$ cat src/rtl/dec_pkg.sv
// Shared types and helpers for the dec_scan_n decoder slice.
package dec_pkg;

  // Controller states: IDLE serves direct decodes, SCAN sweeps the counter,
  // DONE drains the final beat before pulsing scan_done.
  typedef enum logic [1:0] {
    IDLE = 2'd0,
    SCAN = 2'd1,
    DONE = 2'd2
  } state_t;

  // Number of one-hot lines produced by a w-bit binary field.
  function automatic int onehot_w(input int w);
    return 1 << w;
  endfunction

endpackage

$ cat src/rtl/dec_pre_n.sv
// Combinational two-level predecoded N-to-2^N one-hot decoder.
// The address splits into an upper field (HI_W bits) and a lower field
// (IN_W-HI_W bits); each is decoded separately and the final lines are the
// AND of one upper line with the whole lower one-hot vector.
module dec_pre_n
  import dec_pkg::*;
#(
  parameter int IN_W = 5,
  parameter int HI_W = 3,
  localparam int OUT_W = onehot_w(IN_W)
) (
  input  logic [IN_W-1:0]  addr,
  output logic [OUT_W-1:0] out
);

  localparam int LO_W = IN_W - HI_W;
  localparam int HI_N = onehot_w(HI_W);
  localparam int LO_N = onehot_w(LO_W);

  logic [HI_N-1:0] hi_oh;
  logic [LO_N-1:0] lo_oh;

  // Upper-field predecode: exactly one of HI_N lines active.
  always_comb begin
    hi_oh = '0;
    hi_oh[addr[IN_W-1:LO_W]] = 1'b1;
  end

  // Lower-field predecode: exactly one of LO_N lines active.
  always_comb begin
    lo_oh = '0;
    lo_oh[addr[LO_W-1:0]] = 1'b1;
  end

  // Each upper line gates a copy of the lower one-hot into its output group.
  for (genvar k = 0; k < HI_N; k++) begin : g_group
    assign out[k*LO_N +: LO_N] = {LO_N{hi_oh[k]}} & lo_oh;
  end

endmodule

$ cat src/rtl/dec_scan_n.sv
// Registered one-hot decoder with direct and scan modes, valid/ready on
// both sides. Optional feature macro: DEC_SCAN_IDX_EN adds out_idx, the
// binary index of the asserted out bit, registered alongside out.
module dec_scan_n
  import dec_pkg::*;
#(
  parameter int IN_W = 5,
  parameter int HI_W = 3,
  localparam int OUT_W = onehot_w(IN_W)
) (
  input  logic             clk,
  input  logic             rst,
  input  logic             in_valid,
  output logic             in_ready,
  input  logic [IN_W-1:0]  in_addr,
  input  logic             scan_start,
  input  logic             scan_stop,
  input  logic [IN_W-1:0]  scan_first,
  input  logic [IN_W-1:0]  scan_last,
  output logic [OUT_W-1:0] out,
  output logic             out_valid,
  input  logic             out_ready,
  output logic             scan_busy,
  output logic             scan_done
`ifdef DEC_SCAN_IDX_EN
  ,
  output logic [IN_W-1:0]  out_idx
`endif
);

  state_t            state;
  state_t            state_nxt;
  logic [IN_W-1:0]   cnt;
  logic [IN_W-1:0]   cnt_nxt;
  logic [IN_W-1:0]   last;
  logic [IN_W-1:0]   last_nxt;
  logic              load_ok;
  logic              load;
  logic              sel_scan;
  logic              done_nxt;
  logic [IN_W-1:0]   dec_addr;
  logic [OUT_W-1:0]  dec_out;

  // The output slot can take a new beat when empty or being drained now.
  assign load_ok   = !out_valid || out_ready;
  assign scan_busy = (state == SCAN);
  assign dec_addr  = sel_scan ? cnt : in_addr;

  dec_pre_n #(
    .IN_W(IN_W),
    .HI_W(HI_W)
  ) u_pre (
    .addr(dec_addr),
    .out (dec_out)
  );

  // Next-state, handshake and load decisions for the three-state controller.
  always_comb begin
    state_nxt = state;
    cnt_nxt   = cnt;
    last_nxt  = last;
    load      = 1'b0;
    sel_scan  = 1'b0;
    done_nxt  = 1'b0;
    in_ready  = 1'b0;
    case (state)
      IDLE: begin
        if (scan_start) begin
          cnt_nxt   = scan_first;
          last_nxt  = scan_last;
          state_nxt = SCAN;
        end else begin
          in_ready = load_ok;
          load     = in_valid && load_ok;
        end
      end
      SCAN: begin
        sel_scan = 1'b1;
        if (scan_stop) begin
          state_nxt = DONE;
        end else if (load_ok) begin
          load = 1'b1;
          if (cnt == last) begin
            state_nxt = DONE;
          end else begin
            cnt_nxt = cnt + IN_W'(1);
          end
        end
      end
      DONE: begin
        if (load_ok) begin
          done_nxt  = 1'b1;
          state_nxt = IDLE;
        end
      end
      default: begin
        state_nxt = IDLE;
      end
    endcase
    if (rst) begin
      in_ready = 1'b0;
    end
  end

  // Controller state, scan counter, latched end address and done pulse.
  always_ff @(posedge clk) begin
    if (rst) begin
      state     <= IDLE;
      cnt       <= '0;
      last      <= '0;
      scan_done <= 1'b0;
    end else begin
      state     <= state_nxt;
      cnt       <= cnt_nxt;
      last      <= last_nxt;
      scan_done <= done_nxt;
    end
  end

  // Output register slot: load a decoded beat, or clear once consumed.
  always_ff @(posedge clk) begin
    if (rst) begin
      out       <= '0;
      out_valid <= 1'b0;
    end else if (load) begin
      out       <= dec_out;
      out_valid <= 1'b1;
    end else if (out_ready) begin
      out       <= '0;
      out_valid <= 1'b0;
    end
  end

`ifdef DEC_SCAN_IDX_EN
  // Binary index shadow of the one-hot output, cleared with it.
  always_ff @(posedge clk) begin
    if (rst) begin
      out_idx <= '0;
    end else if (load) begin
      out_idx <= dec_addr;
    end else if (out_ready) begin
      out_idx <= '0;
    end
  end
`endif

endmodule

$ cat config.mk
export PLATFORM = sky130hd
export DESIGN_NAME = dec_scan_n
export DESIGN_NICKNAME = d
export VERILOG_FILES = /design/src/rtl/dec_pkg.sv /design/src/rtl/dec_pre_n.sv /design/src/rtl/dec_scan_n.sv
export SDC_FILE = /design/constraint.sdc
export NUM_CORES = 1
export LEC_CHECK = 0
export CELL_PAD_IN_SITES_DETAIL_PLACEMENT = 1
export CELL_PAD_IN_SITES_GLOBAL_PLACEMENT = 1
export CORE_UTILIZATION = 33
export CTS_BUF_LIST = sky130_fd_sc_hd__clkbuf_16
export DETAILED_ROUTE_END_ITERATION = 12
export PLACE_DENSITY = 0.76
export SLEW_MARGIN = 10
export SYNTH_ARGS = -nofsm -noshare
export SYNTH_HDL_FRONTEND = slang
export SYNTH_SLANG_ARGS = --single-unit
$ cat constraint.sdc
create_clock -name clk -period 1.55 [get_ports clk]
set_input_delay 0.2325 -clock clk [delete_from_list [all_inputs] [get_ports clk]]
set_output_delay 0.2325 -clock clk [all_outputs]
set_load 0.05 [all_outputs]
==> metrics.csv <==
metric,value,unit
min Tclk post-route,1815,ps
CTS Sinks,46,
"Seq/Total Area, Yosys",0.4469,
R2R setup slack,-270,ps
Synth cell types,47,
DR vias,2069,
Crit path max-delay family,simple AND/OR/NAND/NOR gates,
largest area contributor in the netlist,dfxtp_1,
Worst setup EP type,flip-flop,
RSZ-0062 raised after global routing,yes,
CTS tree,yes,
die area,6564,um^2
boundary pin count,57,
worst skew pair latency,300,ps
number of synthesized register bits,46,
Hold WC Path Type,reg2reg,
vias in the first global route,2232,
top post-synthesis cells by area,"dfxtp_1 (45%), a22o_1 (8.5%), o2bb2ai_1 (5.1%)",
mapped cell area,2061,um^2
setup TNS,-6510,ps
area grow syn2layout,63.02,%
predominant post-synthesis flop cell,dfxtp_1,
antenna cells,0,
Setup crit start kind,flip-flop,
GRT overflow,0,
Tot GR Track Use,0.2454,
Synth warnings,0,
critical path class,reg2reg,
initial antenna violation count,0,
fin nets,314,
Bufs and invs on worst path,1,
Fin. Hold Viols,0,
worst setup margin,-265.4,ps
failing checks,negative setup slack,
MaxCap Viol Count,0,
Core Area,5956,um^2
largest net degree at the start of global routing,17,
total CTS buffers,5,
Synth top area share,0.4469,
Final Non-Filler Cells,368,
Final Slew Violations,0,
WL final,7934,um
level count of the clock H-tree,2,
FMAX,550.8,MHz
status,"complete, but fails checks",
CP Max Fanout,5,
"CTS clk-pin slew, worst paths",70,ps
wire length per cell,21.56,um
Inst Count DP,349,
commonest cells in the netlist,"dfxtp_1 (46), a22o_1 (20), o2bb2ai_1 (12), nor2_1 (9), nor3_1 (8)",
"Async S/R FF share, synth",0,
clock skew,6.761,ps
post-route ant nets,0,
Final setup viols,39,
Detailed Place HPWL,4465,um
Final Cycle Share,1.171,
Final GP Congestion,0.8035,
vias per cell,5.622,
fillers,655,
Worst EP arrival,2040,ps
number of flops mapped to enable cells by yosys,0,
worst vdd ir,967.2,uV
largest stage delay on the critical path,390,ps
crit path cell chain,or3b_4 -> buf_6 -> a211o_4 -> nor3_4 -> a22o_1,
Max Root-Sink Buffers,2,
chip width,81.02,um
worst slew pin tran,546.9,ps
CP Depth,5,
layout cells sized above 1,0.4710,
synthesized net count,219,
Mapped Avg Cell Area,10.46,um^2
pre-CTS WS,-770.6,ps
Pwr Total,3480,uW
Pre-antenna DRT Iters,4,
Max-slew headroom,0.6347,
post-synthesis cell count,197,
Critical Path RT,1780,ps
"count leader, synth",dfxtp_1,
row cnt,28,
Power Density,1036,nW/um^2
root buffer cell,clkbuf_16,
Starting Density,0.3460,
number of port buffers,56,
drc violations,0,
first-pass GRT wire length,11780,um
Die Y,81.02,um
Leak,0.001366,uW
initial drt markers,92,
worst hold stages,1,
critical path's slowest cell,or3b_4,
worst reg2reg path depth,5,
==> routing by layer <==
| layer | track usage | vias up | part of all wire |
|---|---|---|---|
| met1 | 0.2842 | 1032 | 0.42 |
| met2 | 0.4244 | 61 | 0.50 |
| li1 | - | 953 | - |
| met5 | 0 | - | 0 |
| met4 | 0.1214 | 0 | 0.040 |
| met3 | 0.05393 | 23 | 0.037 |
==> where the power goes <==
group          leakage [uW]  switching (uW)  internal, uW
logic              0.000922             610           482
registers          0.000374            62.6          1230
clock network     0.0000698             495           598
total               0.00137            1170          2310
==> logic make-up after synthesis <==
family | Yosys count | share of synthesized area
xor+xnor | 5 | 0.02125
simple gates | 53 | 0.1767
mux | 10 | 0.05343
flops | 46 | 0.4469
fa+ha+maj | 1 | 0.006071
compound gates | 63 | 0.2532
buf+inv | 19 | 0.04250
==> worst paths after layout <==
path,startpoint,end
setup reg to reg,state[0]$_SDFFE_PP0P_,out[18]$_SDFFE_PP0P_
hold / removal,out[8]$_SDFFE_PP0P_,out[8]$_SDFFE_PP0P_
hold reg to reg,out[8]$_SDFFE_PP0P_,out[8]$_SDFFE_PP0P_
setup / recovery,state[0]$_SDFFE_PP0P_,out[18]$_SDFFE_PP0P_
==> per-stage QoR <==
stage                     instance area [um^2]  utilization  hold slack, ps
after floorplan                           2095            -           379.7
final                                     3359       0.5641           472.5
after global routing                      3359       0.5641           499.1
after detailed placement                  2879       0.4834           449.2
after CTS                                 3288       0.5521           469.1
after global placement                    2879       0.4834           456.5
==> state kept, by name, indices dropped and copies added, names as in the netlist <==
register and flops:
out 32, last 5, cnt 5, scan_done 1
state 2, out_valid 1
==> layout make-up <==
type	count	area, um^2	area share
Multi-Input combinational cell	134	1304	0.3881
Clock inverter	3	21.27	0.006331
Tap cell	75	93.84	0.02793
Timing Repair Buffer	97	853.3	0.2540
Sequential cell	46	927.1	0.2760
Clock buffer	5	125.1	0.03724
Inverter	8	35.03	0.01043
==> cell usage in the layout, fill, tap and decap left out, types with 4 or more instances in the layout <==
cell type        count
buf_6               11
xor2_1               5
a21oi_1              4
buf_4               63
inv_1                7
mux2i_1              6
nor3_2               5
nor2_1               9
o2bb2ai_1           10
nand2_1              4
clkdlybuf4s50_1     16
dfxtp_1             43
clkbuf_16            5
a22o_1              20
nor3_4               6
a211oi_2             6
==> what timing repair did <==
item,in CTS,in global routing
pin swaps,27,5
buffers inserted,8,1
resized for setup,45,12
setup endpoints to repair,39,45
hold buffers,0,0
cloned,2,1
Note: power is estimated with default switching activity, not from simulation.
==> patch, RTL diff (same flow settings) <==
The 3 states of `state_t` get a one-hot encoding in 3 bits.
--- a/src/rtl/dec_pkg.sv
+++ b/src/rtl/dec_pkg.sv
@@ -5,6 +5,6 @@
   // DONE drains the final beat before pulsing scan_done.
-  typedef enum logic [1:0] {
-    IDLE = 2'd0,
-    SCAN = 2'd1,
-    DONE = 2'd2
+  typedef enum logic [2:0] {
+    IDLE = 3'b001,
+    SCAN = 3'b010,
+    DONE = 3'b100
   } state_t;
Behaviour: no difference found for any inputs over 4 cycles, from zero or initial values and one cycle with rst high; so few cycles prove little.
==> patch against the original RTL <==
Total power fell by 5.7%; the flow still finishes with violations (setup timing); combinational power fell by 28%; area after synthesis rose by 0.18%; sequential cell count rose by 1; via count rose by 6.0%; worst setup slack barely moved; final area rose by 4.5%; wire length rose by 0.55%; final cell count rose by 6.8%; critical path type unchanged.
==> patch: results (changes against the original RTL) <==
Pwr
  – Maximum vdd drop: 0.564 mV (-42%)
  – Pleak: 1.42 nW (+3.7%)

CTS
  – Post-CTS sizing: 37 (-18%)
  – Post-CTS Setup Inserts: 3 (-5)

Critical path
  – Slowest stage delay, CP: 0.37 ns (-0.02 ns)
  – FF-to-FF Start: state[0]$_SDFFE_PP1P_
  – Largest fanout on the critical path: 8 (+3)
  – Slowest library cell on the worst path: dfxtp_4
  – R2R Path End: out[16]$_SDFFE_PP0P_
  – FF-to-FF path depth: 8 (+3)

Layout
  – Synth-to-Final Area Change: 70.1%
  – Fill count: 649 (-0.92%)
  – Share of layout cells above drive strength 1: 47.2% (+0.071 points)

Outcome
  – Status: finished with violations
  – Failing checks: setup timing

Timing
  – Setup violations, final: 41 (+5.1%)
  – Skew final: 0.00178 ns (-0.00498 ns)
  – Setup TNS: -8.39 ns (-1.88 ns)
  – Hold Slack: 0.474 ns (+0.00180 ns)
  – Final WS setup: -0.266 ns (-0.000420 ns)

Min path
  – Hold_sp: out[5]$_SDFFE_PP0P_
  – Hold EP: out[5]$_SDFFE_PP0P_

GRT
  – First-pass GRT wire length: 11000 µm (-7.0%)
  – Global Route Usage Sum: 22.5% (-2.1 points)
  – Pin count of the biggest net entering global routing: 33 (+16)

Detailed routing
  – DRT Wirelength: 7980 µm (+0.55%)

Synthesis
  – Syn Nets: 247 (+13%)
  – Area contributors post-synth: dfxtp_1 (46%), a22o_1 (8.5%), o2bb2ai_1 (4.2%)
  – Synth Area in XOR/XNOR: 2.12% (-0.0039 points)
  – Share of the yosys chip area belonging to registers: 45.6% (+0.89 points)
  – Avg Inst Size Synth: 9.18 µm² (-12%)

Place
  – Final HPWL DP: 4550 µm (+1.9%)
  – Placed Instance Area: 2930 µm² (+1.7%)
  – Pre-CTS WS: -0.539 ns (+0.232 ns)
[patch: changes by cell type after synthesis, sizes merged, moves of 7 or more]
cell	change
nand2	+19
clkbuf	+8
a21oi	+8
mux2i	-7
o21ai	+10
[patch: area by class of cell]
type	instances	area, µm²	share of cell area (%)
tap	75	93.8	2.67
timing repair buffer	101	903	25.7
multi-input combinational	160	1380	39.3
clock buffer	5	125	3.56
sequential	47	951	27.1
clock inverter	2	37.5	1.07
inverter	3	20.0	0.570
[patch: routing by layer]
| layer | share of wire (%) | track usage (%) | vias up |
|---|---|---|---|
| li1 | - | - | 1020 |
| met4 | 3.3 | 9.29 | 0 |
| met5 | 0 | 0 | - |
| met3 | 3.5 | 3.26 | 19 |
| met2 | 53 | 40.5 | 65 |
| met1 | 40 | 26.4 | 1089 |
[patch: power breakdown]
group          internal, mW  switching [mW]  total (mW)
Clock                 0.752           0.459        1.21
Combinational         0.355           0.426       0.781
Sequential             1.25          0.0374        1.29
Total                  2.36           0.923        3.28
